## src/rtl/mem_dump_tx_pkg.sv

```systemverilog
// Shared constants and small helpers for the BRAM-to-UART memory dump block.
package mem_dump_tx_pkg;

    // Default byte-address width of the program/data BRAM.
    localparam int DEF_ADDR_WIDTH = 10;

    // Default width of the word-count input (max count 2^LEN_WIDTH-1).
    localparam int DEF_LEN_WIDTH = 9;

    // Two-byte frame terminator. The loader's completion check uses the same value.
    localparam logic [15:0] DUMP_TRAILER = 16'hFFFF;

    // Byte stride between consecutive 16-bit words in the byte-addressed BRAM.
    localparam int WORD_BYTES = 2;

    typedef logic [7:0] byte_t;

    // Upper byte of a word. Words always go out on the wire high byte first.
    function automatic byte_t hi_byte(input logic [15:0] word);
        return word[15:8];
    endfunction

    // Lower byte of a word.
    function automatic byte_t lo_byte(input logic [15:0] word);
        return word[7:0];
    endfunction

endpackage

```

## src/rtl/mem_dump_tx_if.sv

```systemverilog
// Bundle of signals between the dump block and its environment:
// control, BRAM read port and UART transmit port.
interface mem_dump_tx_if
    import mem_dump_tx_pkg::*;
#(
    parameter int ADDR_WIDTH = DEF_ADDR_WIDTH,
    parameter int LEN_WIDTH  = DEF_LEN_WIDTH
);

    // Control
    logic                  start;
    logic [ADDR_WIDTH-1:0] start_addr;
    logic [LEN_WIDTH-1:0]  len_words;
    logic                  busy;
    logic                  done;

    // BRAM read port
    logic [ADDR_WIDTH-1:0] mem_addr;
    logic                  mem_own;
    logic [15:0]           mem_rd_data;

    // UART transmit port
    logic                  tx_ready;
    byte_t                 tx_data;
    logic                  tx_en;

    // The dump block itself.
    modport master (
        input  start, start_addr, len_words, mem_rd_data, tx_ready,
        output busy, done, mem_addr, mem_own, tx_data, tx_en
    );

    // The board top / host side driving the dump block.
    modport slave (
        output start, start_addr, len_words, mem_rd_data, tx_ready,
        input  busy, done, mem_addr, mem_own, tx_data, tx_en
    );

endinterface

```

## src/rtl/mem_dump_tx_byte_sender.sv

```systemverilog
// Single-byte UART strobe generator shared by the header, data and trailer
// states. Waits for an idle transmitter, registers the byte and pulses tx_en
// once, then blocks itself long enough that a stale tx_ready cannot cause a
// second strobe for the same request.
module uart_byte_sender
    import mem_dump_tx_pkg::*;
(
    input  logic  sys_clk,
    input  logic  rst_n,
    input  logic  req,
    input  byte_t data,
    input  logic  tx_ready,
    output byte_t tx_data,
    output logic  tx_en,
    output logic  ack
);

    // Guard stays high for the strobe cycle and the cycle after it: the
    // transmitter only drops tx_ready once it has registered tx_en.
    logic guard_q;
    logic guard;

    assign guard = tx_en | guard_q;

    // Accept the request as soon as the transmitter is idle and not guarded;
    // the caller advances its state on this same edge.
    assign ack = req & tx_ready & ~guard;

    // Strobe, data and guard registers.
    always_ff @(posedge sys_clk or negedge rst_n) begin
        if (!rst_n) begin
            tx_data <= '0;
            tx_en   <= 1'b0;
            guard_q <= 1'b0;
        end else begin
            // NOTE: non-blocking assignments here so every register samples
            // pre-edge values; blocking ones would make guard_q see the new
            // tx_en and shift the guard window by one cycle.
            tx_en   <= ack;
            guard_q <= tx_en;
            if (ack) begin
                tx_data <= data;
            end
        end
    end

endmodule

```

## src/rtl/mem_dump_tx.sv

```systemverilog
// Dumps a block of 16-bit BRAM words over UART as
//   len_hi, len_lo, {word_hi, word_lo}*len, FF, FF
// Owns the BRAM address port only while data words are being fetched/sent.
module mem_dump_tx
    import mem_dump_tx_pkg::*;
#(
    parameter int ADDR_WIDTH = DEF_ADDR_WIDTH,
    parameter int LEN_WIDTH  = DEF_LEN_WIDTH
) (
    input logic           sys_clk,
    input logic           rst_n,
    mem_dump_tx_if.master bus
);

    typedef enum logic [3:0] {
        IDLE,
        HDR_HI,
        HDR_LO,
        RD_ADDR,
        RD_WAIT,
        DAT_HI,
        DAT_LO,
        TRL_HI,
        TRL_LO,
        FIN
    } state_t;

    state_t                state;
    state_t                state_next;

    logic [ADDR_WIDTH-1:0] addr;      // byte address of the current word
    logic [LEN_WIDTH-1:0]  cnt;       // words still to send
    logic [15:0]           word;      // word fetched from BRAM
    logic [15:0]           len_hdr;   // zero-extended count for the header

    logic                  accept;
    logic                  last_word;
    logic                  own;

    logic                  send_req;
    byte_t                 send_byte;
    logic                  send_ack;

    // A start is honoured only in IDLE; elsewhere it is ignored.
    assign accept    = (state == IDLE) && bus.start;

    // cnt is only decremented when DAT_LO finishes, so the header still sees
    // the full requested length.
    assign len_hdr   = 16'(cnt);
    assign last_word = (cnt == LEN_WIDTH'(1));

    // State register; an async reset abandons any frame in progress.
    always_ff @(posedge sys_clk or negedge rst_n) begin
        if (!rst_n) begin
            state <= IDLE;
        end else begin
            state <= state_next;
        end
    end

    // Next-state logic and the byte offered to the UART sender in each state.
    always_comb begin
        // NOTE: every variable gets a default first so that no path through
        // the case leaves one unassigned, which would infer a latch.
        state_next = state;
        send_req   = 1'b0;
        send_byte  = '0;

        unique case (state)
            IDLE: begin
                if (accept) begin
                    state_next = HDR_HI;
                end
            end

            HDR_HI: begin
                send_req  = 1'b1;
                send_byte = hi_byte(len_hdr);
                if (send_ack) begin
                    state_next = HDR_LO;
                end
            end

            HDR_LO: begin
                send_req  = 1'b1;
                send_byte = lo_byte(len_hdr);
                if (send_ack) begin
                    state_next = (cnt != '0) ? RD_ADDR : TRL_HI;
                end
            end

            RD_ADDR: begin
                state_next = RD_WAIT;
            end

            RD_WAIT: begin
                state_next = DAT_HI;
            end

            DAT_HI: begin
                send_req  = 1'b1;
                send_byte = hi_byte(word);
                if (send_ack) begin
                    state_next = DAT_LO;
                end
            end

            DAT_LO: begin
                send_req  = 1'b1;
                send_byte = lo_byte(word);
                if (send_ack) begin
                    state_next = last_word ? TRL_HI : RD_ADDR;
                end
            end

            TRL_HI: begin
                send_req  = 1'b1;
                send_byte = hi_byte(DUMP_TRAILER);
                if (send_ack) begin
                    state_next = TRL_LO;
                end
            end

            TRL_LO: begin
                send_req  = 1'b1;
                send_byte = lo_byte(DUMP_TRAILER);
                if (send_ack) begin
                    state_next = FIN;
                end
            end

            FIN: begin
                state_next = IDLE;
            end

            default: begin
                state_next = IDLE;
            end
        endcase
    end

    // Address, word count and fetched word. The address wraps naturally at
    // 2^ADDR_WIDTH; bit 0 of the start address is dropped to keep alignment.
    always_ff @(posedge sys_clk or negedge rst_n) begin
        if (!rst_n) begin
            addr <= '0;
            cnt  <= '0;
            word <= '0;
        end else begin
            if (accept) begin
                addr <= {bus.start_addr[ADDR_WIDTH-1:1], 1'b0};
                cnt  <= bus.len_words;
            end
            // BRAM data is valid the cycle after the address was presented.
            if (state == RD_WAIT) begin
                word <= bus.mem_rd_data;
            end
            if ((state == DAT_LO) && send_ack) begin
                addr <= addr + ADDR_WIDTH'(WORD_BYTES);
                cnt  <= cnt - LEN_WIDTH'(1);
            end
        end
    end

    // The memory port is claimed from the first fetch to the last data byte;
    // the address is parked at zero whenever the port is released.
    assign own          = (state == RD_ADDR) || (state == RD_WAIT) ||
                          (state == DAT_HI)  || (state == DAT_LO);
    assign bus.mem_own  = own;
    assign bus.mem_addr = own ? addr : '0;

    assign bus.busy     = (state != IDLE) && (state != FIN);
    assign bus.done     = (state == FIN);

    uart_byte_sender u_sender (
        .sys_clk  (sys_clk),
        .rst_n    (rst_n),
        .req      (send_req),
        .data     (send_byte),
        .tx_ready (bus.tx_ready),
        .tx_data  (bus.tx_data),
        .tx_en    (bus.tx_en),
        .ack      (send_ack)
    );

endmodule

```

## src/flat_wrapper.sv

```systemverilog
// flat-port wrapper written by rule: the top's interface ports become plain ports
module mem_dump_tx_flat import mem_dump_tx_pkg::*;
#(
    parameter int ADDR_WIDTH = DEF_ADDR_WIDTH,
    parameter int LEN_WIDTH  = DEF_LEN_WIDTH
)
  (sys_clk, rst_n, bus_start, bus_start_addr, bus_len_words, bus_mem_rd_data, bus_tx_ready, bus_busy, bus_done, bus_mem_addr, bus_mem_own, bus_tx_data, bus_tx_en);
  mem_dump_tx_if #(.ADDR_WIDTH(ADDR_WIDTH), .LEN_WIDTH(LEN_WIDTH)) bus_i ();
  input logic sys_clk;
  input logic rst_n;
  input wire logic [$bits(bus_i.start)-1:0] bus_start;
  input wire logic [$bits(bus_i.start_addr)-1:0] bus_start_addr;
  input wire logic [$bits(bus_i.len_words)-1:0] bus_len_words;
  input wire logic [$bits(bus_i.mem_rd_data)-1:0] bus_mem_rd_data;
  input wire logic [$bits(bus_i.tx_ready)-1:0] bus_tx_ready;
  output wire logic [$bits(bus_i.busy)-1:0] bus_busy;
  output wire logic [$bits(bus_i.done)-1:0] bus_done;
  output wire logic [$bits(bus_i.mem_addr)-1:0] bus_mem_addr;
  output wire logic [$bits(bus_i.mem_own)-1:0] bus_mem_own;
  output wire logic [$bits(bus_i.tx_data)-1:0] bus_tx_data;
  output wire logic [$bits(bus_i.tx_en)-1:0] bus_tx_en;
  assign bus_i.start = bus_start;
  assign bus_i.start_addr = bus_start_addr;
  assign bus_i.len_words = bus_len_words;
  assign bus_i.mem_rd_data = bus_mem_rd_data;
  assign bus_i.tx_ready = bus_tx_ready;
  assign bus_busy = bus_i.busy;
  assign bus_done = bus_i.done;
  assign bus_mem_addr = bus_i.mem_addr;
  assign bus_mem_own = bus_i.mem_own;
  assign bus_tx_data = bus_i.tx_data;
  assign bus_tx_en = bus_i.tx_en;
  mem_dump_tx #(.ADDR_WIDTH(ADDR_WIDTH), .LEN_WIDTH(LEN_WIDTH)) u_core (.sys_clk(sys_clk), .rst_n(rst_n), .bus(bus_i));
endmodule
```

## config.mk

```make
export PLATFORM = sky130hd
export DESIGN_NAME = mem_dump_tx_flat
export DESIGN_NICKNAME = d
export VERILOG_FILES = /design/src/rtl/mem_dump_tx_pkg.sv /design/src/rtl/mem_dump_tx_if.sv /design/src/rtl/mem_dump_tx_byte_sender.sv /design/src/rtl/mem_dump_tx.sv /design/src/flat_wrapper.sv
export SDC_FILE = /design/constraint.sdc
export NUM_CORES = 1
export LEC_CHECK = 0
export ABC_AREA = 1
export CAP_MARGIN = 0
export CORE_MARGIN = 8
export CORE_UTILIZATION = 46
export DETAILED_ROUTE_END_ITERATION = 8
export PLACE_DENSITY = 0.77
export SLEW_MARGIN = 20
export SYNTH_ARGS = -nofsm -noshare
export SYNTH_HDL_FRONTEND = slang
export SYNTH_SLANG_ARGS = --single-unit
```

## constraint.sdc

```tcl
create_clock -name sys_clk -period 1.6 [get_ports sys_clk]
set_input_delay 0.16 -clock sys_clk [delete_from_list [all_inputs] [get_ports sys_clk]]
set_output_delay 0.16 -clock sys_clk [all_outputs]
set_load 0.01 [all_outputs]
```

# Yosys cells after proc, flatten, opt, wreduce, memory -nomap -nowiden
# Index checks and enable logic that the tools add are counted.
[word_totals] reg_bits=49 in_bits=39 out_inout_bits=22 word_cells=61
[op_classes] n_addsub=2 n_eq_ne=18 muxes=17 n_bitwise=4 n_reduce_logical=13
[ops] operator="case mux 8 bit (5 select lines)" n=1
[ops] operator="case mux 4 bit (9 select lines)" n=1
[ops] operator="two-way mux 10 bit" n=3
[ops] operator="two-way mux 4 bit" n=7
[ops] operator="two-way mux 9 bit" n=2
[ops] operator="== test 4 x 3 -> 1 bit (second input constant)" n=4
[ops] operator="!= test 2 x 1 -> 1 bit (second input constant)" n=7
[ops] operator="adder 10 x 2 -> 10 bit (second input constant)" n=1
[ops] operator="== test 9 x 1 -> 1 bit (second input constant)" n=1
[ops] operator="nonzero test 9 bit" n=1
[ops] operator="subtractor 9 x 1 -> 9 bit (second input constant)" n=1
[ops] operator="== test 4 x 2 -> 1 bit (second input constant)" n=2
[ops] operator="== test 4 bit (second input constant)" n=2
[ops] operator="AND reduction 7 bit" n=1
[ops] operator="two-way mux 3 bit" n=2
[ops] operator="OR reduction 6 bit" n=1
[ops] operator="== test 4 x 1 -> 1 bit (second input constant)" n=1
[ops] operator="logical NOT 4 bit" n=1
[ops] operator="!= test 4 bit (second input constant)" n=1
[ops] operator="nonzero test 4 bit" n=1
[ops] operator="logical AND 1 bit" n=3
[ops] operator="logical OR 1 bit" n=3
[ops] operator="bitwise AND 1 bit" n=2
[ops] operator="nonzero test 2 bit" n=1
[ops] operator="4 further kinds" n=4

# Depth between registers and ports, before layout
[logic_depth] word_depth=7 ltp_mapped=10 depth_no_buf=10

# Cells and area by module
# From an unflattened synthesis, not the netlist that was laid out.
[unflattened] hier_cells=362 area_unflattened_um2=2798.9
[modules_own_cells] mod="mem_dump_tx" n_inst=1 cells_each=323 area_each_um2=2404.8
[modules_own_cells] mod="uart_byte_sender" n_inst=1 cells_each=39 area_each_um2=394.1

# Worst setup path after synthesis
# OpenSTA, ideal clock, no wires.
[synth_timing] path_type="register to register" start="register u_core.cnt[0]" end="register u_core.cnt[6]" setup_ps=120 arrival_ps=1394 required_ps=1480 slack_ps=85 path_stages_with_launch=8 path_buffers=0 path_cell_list="dfrtp_1 -> inv_1 -> ha_1 -> nor3b_1 -> nand2_1 -> xor2_1 -> o21ai_1 -> nand2_1"
[synth_between] elab_chain_cells=2
[synth_lines] item="start: declaration" line_no="mem_dump_tx.sv:32" text="logic [LEN_WIDTH-1:0] cnt;"
[synth_lines] item="start signal: assignment" line_no="mem_dump_tx.sv:152" text="cnt <= bus.len_words;"
[synth_lines] item="start signal: assignment" line_no="mem_dump_tx.sv:160" text="cnt <= cnt - LEN_WIDTH'(1);"
[synth_lines] item="subtractor 9 x 1 -> 9 bit" line_no="mem_dump_tx.sv:160"
[synth_lines] item="two-way mux 9 bit" line_no="mem_dump_tx.sv:158" text="if ((state == DAT_LO) && send_ack) begin"
# Every way passes these cells.
# A chain may end at the register's enable or synchronous reset.

# Worst setup path after layout
[layout_timing] start="register u_core.state[2]" end="output port bus_mem_addr[4]"
[layout_between] elab_chain_cells=5
[layout_lines] item="start: declaration" line_no="mem_dump_tx.sv:28" text="state_t state;"
[layout_lines] item="start signal: assignment" line_no="mem_dump_tx.sv:57" text="state <= state_next;"
[layout_lines] item="== test 4 x 2 -> 1 bit or == test 4 x 3 -> 1 bit (tied branches)" line_no="mem_dump_tx.sv:167" text="assign own = (state == RD_ADDR) || (state == RD_WAIT) ||"
[layout_lines] item="logical OR 1 bit (2 in series)" line_no="mem_dump_tx.sv:167"
[layout_lines] item="logical OR 1 bit (*)" line_no="mem_dump_tx.sv:168" text="(state == DAT_HI) || (state == DAT_LO);"
[layout_lines] item="two-way mux 10 bit (*)" line_no="mem_dump_tx.sv:170" text="assign bus.mem_addr = own ? addr : '0;"
[layout_lines] item="end: declaration" line_no="flat_wrapper.sv:18" text="output wire logic [$bits(bus_i.mem_addr)-1:0] bus_mem_addr;"
# Mark *: on every way between the ends. The rest lies on a longest branch, timed or not.

==> flow_metrics.env <==
export IMPL_status="finished with violations"
export IMPL_violations="setup timing"
export IMPL_wl_um=8301
export IMPL_synthXorXnorAreaFrac_pct=3.860
export IMPL_clk_latency_ns=0.30
export IMPL_p_comb_share_pct=57.0
export IMPL_wl_per_cell_um=15.40
export IMPL_clock_tree_root_cell="clkbuf_8"
export IMPL_cts_sinks=48
export IMPL_die_x_um=92.94
export IMPL_synth_area_sq_um=2723
export IMPL_grt_use_total_pct=18.51
export IMPL_rows=28
export IMPL_yosysWarnings=0
export IMPL_reg2reg_depth=15
export IMPL_n_antenna_cell=0
export IMPL_synthAdderAreaFrac_pct=1.379
export IMPL_crit_arrival_ns=1.65
export IMPL_fillers=435
export IMPL_hold_viol=0
export IMPL_slew_violations=0
export IMPL_synth_compound_area_share_pct=7.353
export IMPL_switching_power_mw=3.000
export IMPL_max_freq_ghz=0.5520
export IMPL_htree_levels=2
export IMPL_place_area_sq_um=3618
export IMPL_r2r_end="u_core.state[2]$_DFFE_PN0P_"
export IMPL_power_frac_clock_pct=12.7
export IMPL_setup_violations=33
export IMPL_overflow=0
export IMPL_multi_input_area_sq_um=1471
export IMPL_path_cells="inv_4 -> nor2_4 -> nand2_2 -> o21ai_2 -> inv_2 -> nand2_4 -> inv_4 -> buf_6 -> buf_6 -> nor2_4 -> buf_6"
export IMPL_grt_max_degree=49
export IMPL_route_detailed_drc=0
export IMPL_internal_power_mw=4.259
export IMPL_grt_pass1_wl_um=13000
export IMPL_synthesis_nets=392
export IMPL_critPathMaxFanout=4
export IMPL_tritoncts="yes"
export IMPL_vias_per_cell=5.169
export IMPL_worst_path_buf_inv=6
export IMPL_grt_pass1_vias=2740
export IMPL_dr_total_vias=2786
export IMPL_fp_dieH_um=92.94
export IMPL_r2r_slack_ns=-0.17
export IMPL_critPathTopFamily="buffers and inverters"
export IMPL_ff_latch_area_sq_um=1204
export IMPL_pre_cts_slack_ns=-0.4900
export IMPL_die_area_sq_um=8637
export IMPL_synth_area_per_cell_sq_um=7.779
export IMPL_critPathMaxStageDelay_ns=0.44
export IMPL_nets=505
export IMPL_gp_congestion=0.8479
export IMPL_ios=61
export IMPL_rsz0062_at_grt="true"
export IMPL_ant_nets=0
export IMPL_peakVddDrop_uv=905.5
export IMPL_final_setup_skew_ns=0.004372
export IMPL_synthSimpleGateAreaFrac_pct=29.96
export IMPL_numCtsBuffers=5
export IMPL_min_path_type="primary input to asynchronous set/reset pin"
export IMPL_portBuffers=58
export IMPL_syn_to_final_growth_pct=50.41
export IMPL_crit_slowest_cell="dfrtp_2"
export IMPL_drv_cap=0
export IMPL_seq_power_share_pct=30.3
export IMPL_hpwlAfterDp_um=5486
export IMPL_criticalPathCategory="register to primary output"
export IMPL_drive_gt1_share_pct=30.60
export IMPL_worstSetupEndpointType="primary output"
export IMPL_power_share_switching_pct=41.33
export IMPL_whs_ns=0.3629
export IMPL_drtIter0Drc=245
export IMPL_clockBufferDepth=2
export IMPL_setup_ws_ns=-0.2115
export IMPL_leakagePower_nw=2.080
export IMPL_required_ns=1.44
export IMPL_start_util_pct=46.82
export IMPL_antenna_found_initial=0
export IMPL_start_kind="register"
export IMPL_cp_common_cell="buf_6"
export IMPL_synth_mux_area_share_pct=5.790
export IMPL_final_common_cell="nand2_1"
export IMPL_synth_cell_types=35
export IMPL_synth_ff_latch_count=48
export IMPL_ys_seq_area_share_pct=44.12
export IMPL_fin_area_sq_um=4095
export IMPL_layout_common_cells="nand2_1, dfrtp_1, clkdlybuf4s50_1"
export IMPL_r2r_start="u_core.state[2]$_DFFE_PN0P_"
export IMPL_fin_crit_sh_pct=113.2
export IMPL_period_minus_slack_ns=1.811
export IMPL_powerDensity_nw_per_um2=1773
export IMPL_synth_top_family_by_area="simple AND/OR/NAND/NOR gates"
export IMPL_core_sq_um=5816
export IMPL_clk_pin_slew_ns=0.09
export IMPL_syn_instance_count=350
export IMPL_first_pass_iters=5
==> layer usage <==
metal | part of all wire [%] | track usage [%] | up-vias | wire length, um
met1 | 41 | 22.50 | 1339 | 3408
met2 | 52 | 32.37 | 97 | 4352
met3 | 4.8 | 2.913 | 15 | 396
li1 | - | - | 1335 | -
met5 | 0 | 0 | - | 0
met4 | 1.7 | 6.309 | 0 | 144
==> stage by stage <==
step	cells	setup TNS, ns	util [%]	power [mW]
2_1_floorplan	350	0	-	3.975
3_3_place_gp	511	-3.228	62.22	5.326
3_5_place_dp	511	-4.470	62.22	5.444
4_1_cts	530	-2.080	66.67	6.712
5_1_grt	539	-7.394	70.42	7.766
6_report	539	-3.827	70.42	7.260
==> worst max path at each step <==
stage	from	end	slack (ns)	cells after the start
after global routing	u_core.state[2]$_DFFE_PN0P_	bus_mem_addr[4]	-0.28	11
after floorplan	u_core.cnt[0]$_DFFE_PN0P_	u_core.cnt[6]$_DFFE_PN0P_	0.09	7
final	u_core.state[2]$_DFFE_PN0P_	bus_mem_addr[4]	-0.21	11
after CTS	u_core.state[3]$_DFFE_PN0P_	bus_mem_addr[4]	-0.27	10
after global placement	u_core.state[3]$_DFFE_PN0P_	bus_mem_addr[9]	-0.34	8
after detailed placement	u_core.state[3]$_DFFE_PN0P_	bus_mem_addr[6]	-0.49	8
==> cell type report <==
class | count | area share, %
clock buffer | 6 | 2.016
clock inverter | 2 | 0.9471
inverter | 39 | 4.155
multi-input combinational | 257 | 35.93
sequential | 48 | 29.39
tap | 75 | 2.291
timing repair buffer | 112 | 25.27
==> state kept, by name, indices dropped and copies added (netlist names) <==
name                     count
u_core.word                 16
u_core.u_sender.tx_data      8
u_core.addr                  9
u_core.cnt                   9
u_core.state                 4
u_core.u_sender.tx_en        1
u_core.u_sender.guard_q      1
==> worst register-to-register path: stages, from the launching register on <==
cell     delay (ns)
dfrtp_2        0.44
inv_4          0.05
nor2_4         0.14
nand2_2        0.07
o21ai_2        0.07
inv_2          0.07
buf_4          0.13
buf_4          0.12
buf_4          0.12
buf_6          0.10
buf_6          0.11
nand2_4        0.06
nand2_2        0.04
nand2_1        0.05
nand2_1        0.06
nand2_1        0.06
==> timing repair <==
action | 4_1_cts | 5_1_grt
pin swaps | 8 | 15
buffers inserted | 14 | 8
hold endpoints to repair | 48 | 0
hold buffers | 1 | 0
cloned | 0 | 1
endpoints found under the setup margin | 26 | 56
resized for setup | 81 | 46
==> cells in the mapped netlist <==
library cell | count | share of area, %
nand2_2 | 6 | 1.4
inv_1 | 31 | 4.3
nor3b_1 | 1 | 0.28
ha_1 | 3 | 1.4
conb_1 | 1 | 0.14
or2_1 | 1 | 0.23
nor2_1 | 36 | 5.0
xor2_1 | 10 | 3.2
and2_1 | 1 | 0.23
o21ai_1 | 8 | 1.5
mux2_2 | 14 | 5.8
o211ai_1 | 2 | 0.55
inv_2 | 6 | 0.83
o211ai_2 | 1 | 0.46
nand3b_1 | 1 | 0.28
nand3_2 | 1 | 0.37
o22ai_1 | 1 | 0.23
dfrtp_1 | 48 | 44
nand2_1 | 114 | 16
o21ai_0 | 13 | 2.4
nand3_1 | 17 | 3.1
xnor2_1 | 2 | 0.64
nor4_1 | 1 | 0.23
nand3_4 | 1 | 0.64
nor3_1 | 4 | 0.74
buf_4 | 2 | 0.55
buf_2 | 1 | 0.18
o21bai_2 | 1 | 0.41
buf_6 | 3 | 1.2
nor2_2 | 3 | 0.69
clkinv_1 | 1 | 0.14
a21oi_1 | 10 | 1.8
clkinv_2 | 1 | 0.18
nand4_1 | 3 | 0.69
nor2_4 | 1 | 0.41
==> power groups by stage <==
| stage | clock network [mW] | logic, mW | registers [mW] |
|---|---|---|---|
| 3_5_place_dp | 0 | 3.26 | 2.18 |
| 5_1_grt | 0.993 | 4.51 | 2.27 |
| 4_1_cts | 0.939 | 3.61 | 2.17 |
| 3_3_place_gp | 0 | 3.17 | 2.16 |
| 2_1_floorplan | 0 | 1.84 | 2.13 |
| 6_report | 0.923 | 4.14 | 2.20 |
==> cell families (layout without fill, tap and decap cells) <==
family | after synthesis | count (layout)
mux | 14 | 14
other cells | 1 | 1
simple gates | 191 | 191
fa+ha+maj | 3 | 3
flops | 48 | 48
compound gates | 36 | 36
xor+xnor | 12 | 12
buf+inv | 45 | 159
Power figures use the tool's default switching activity.
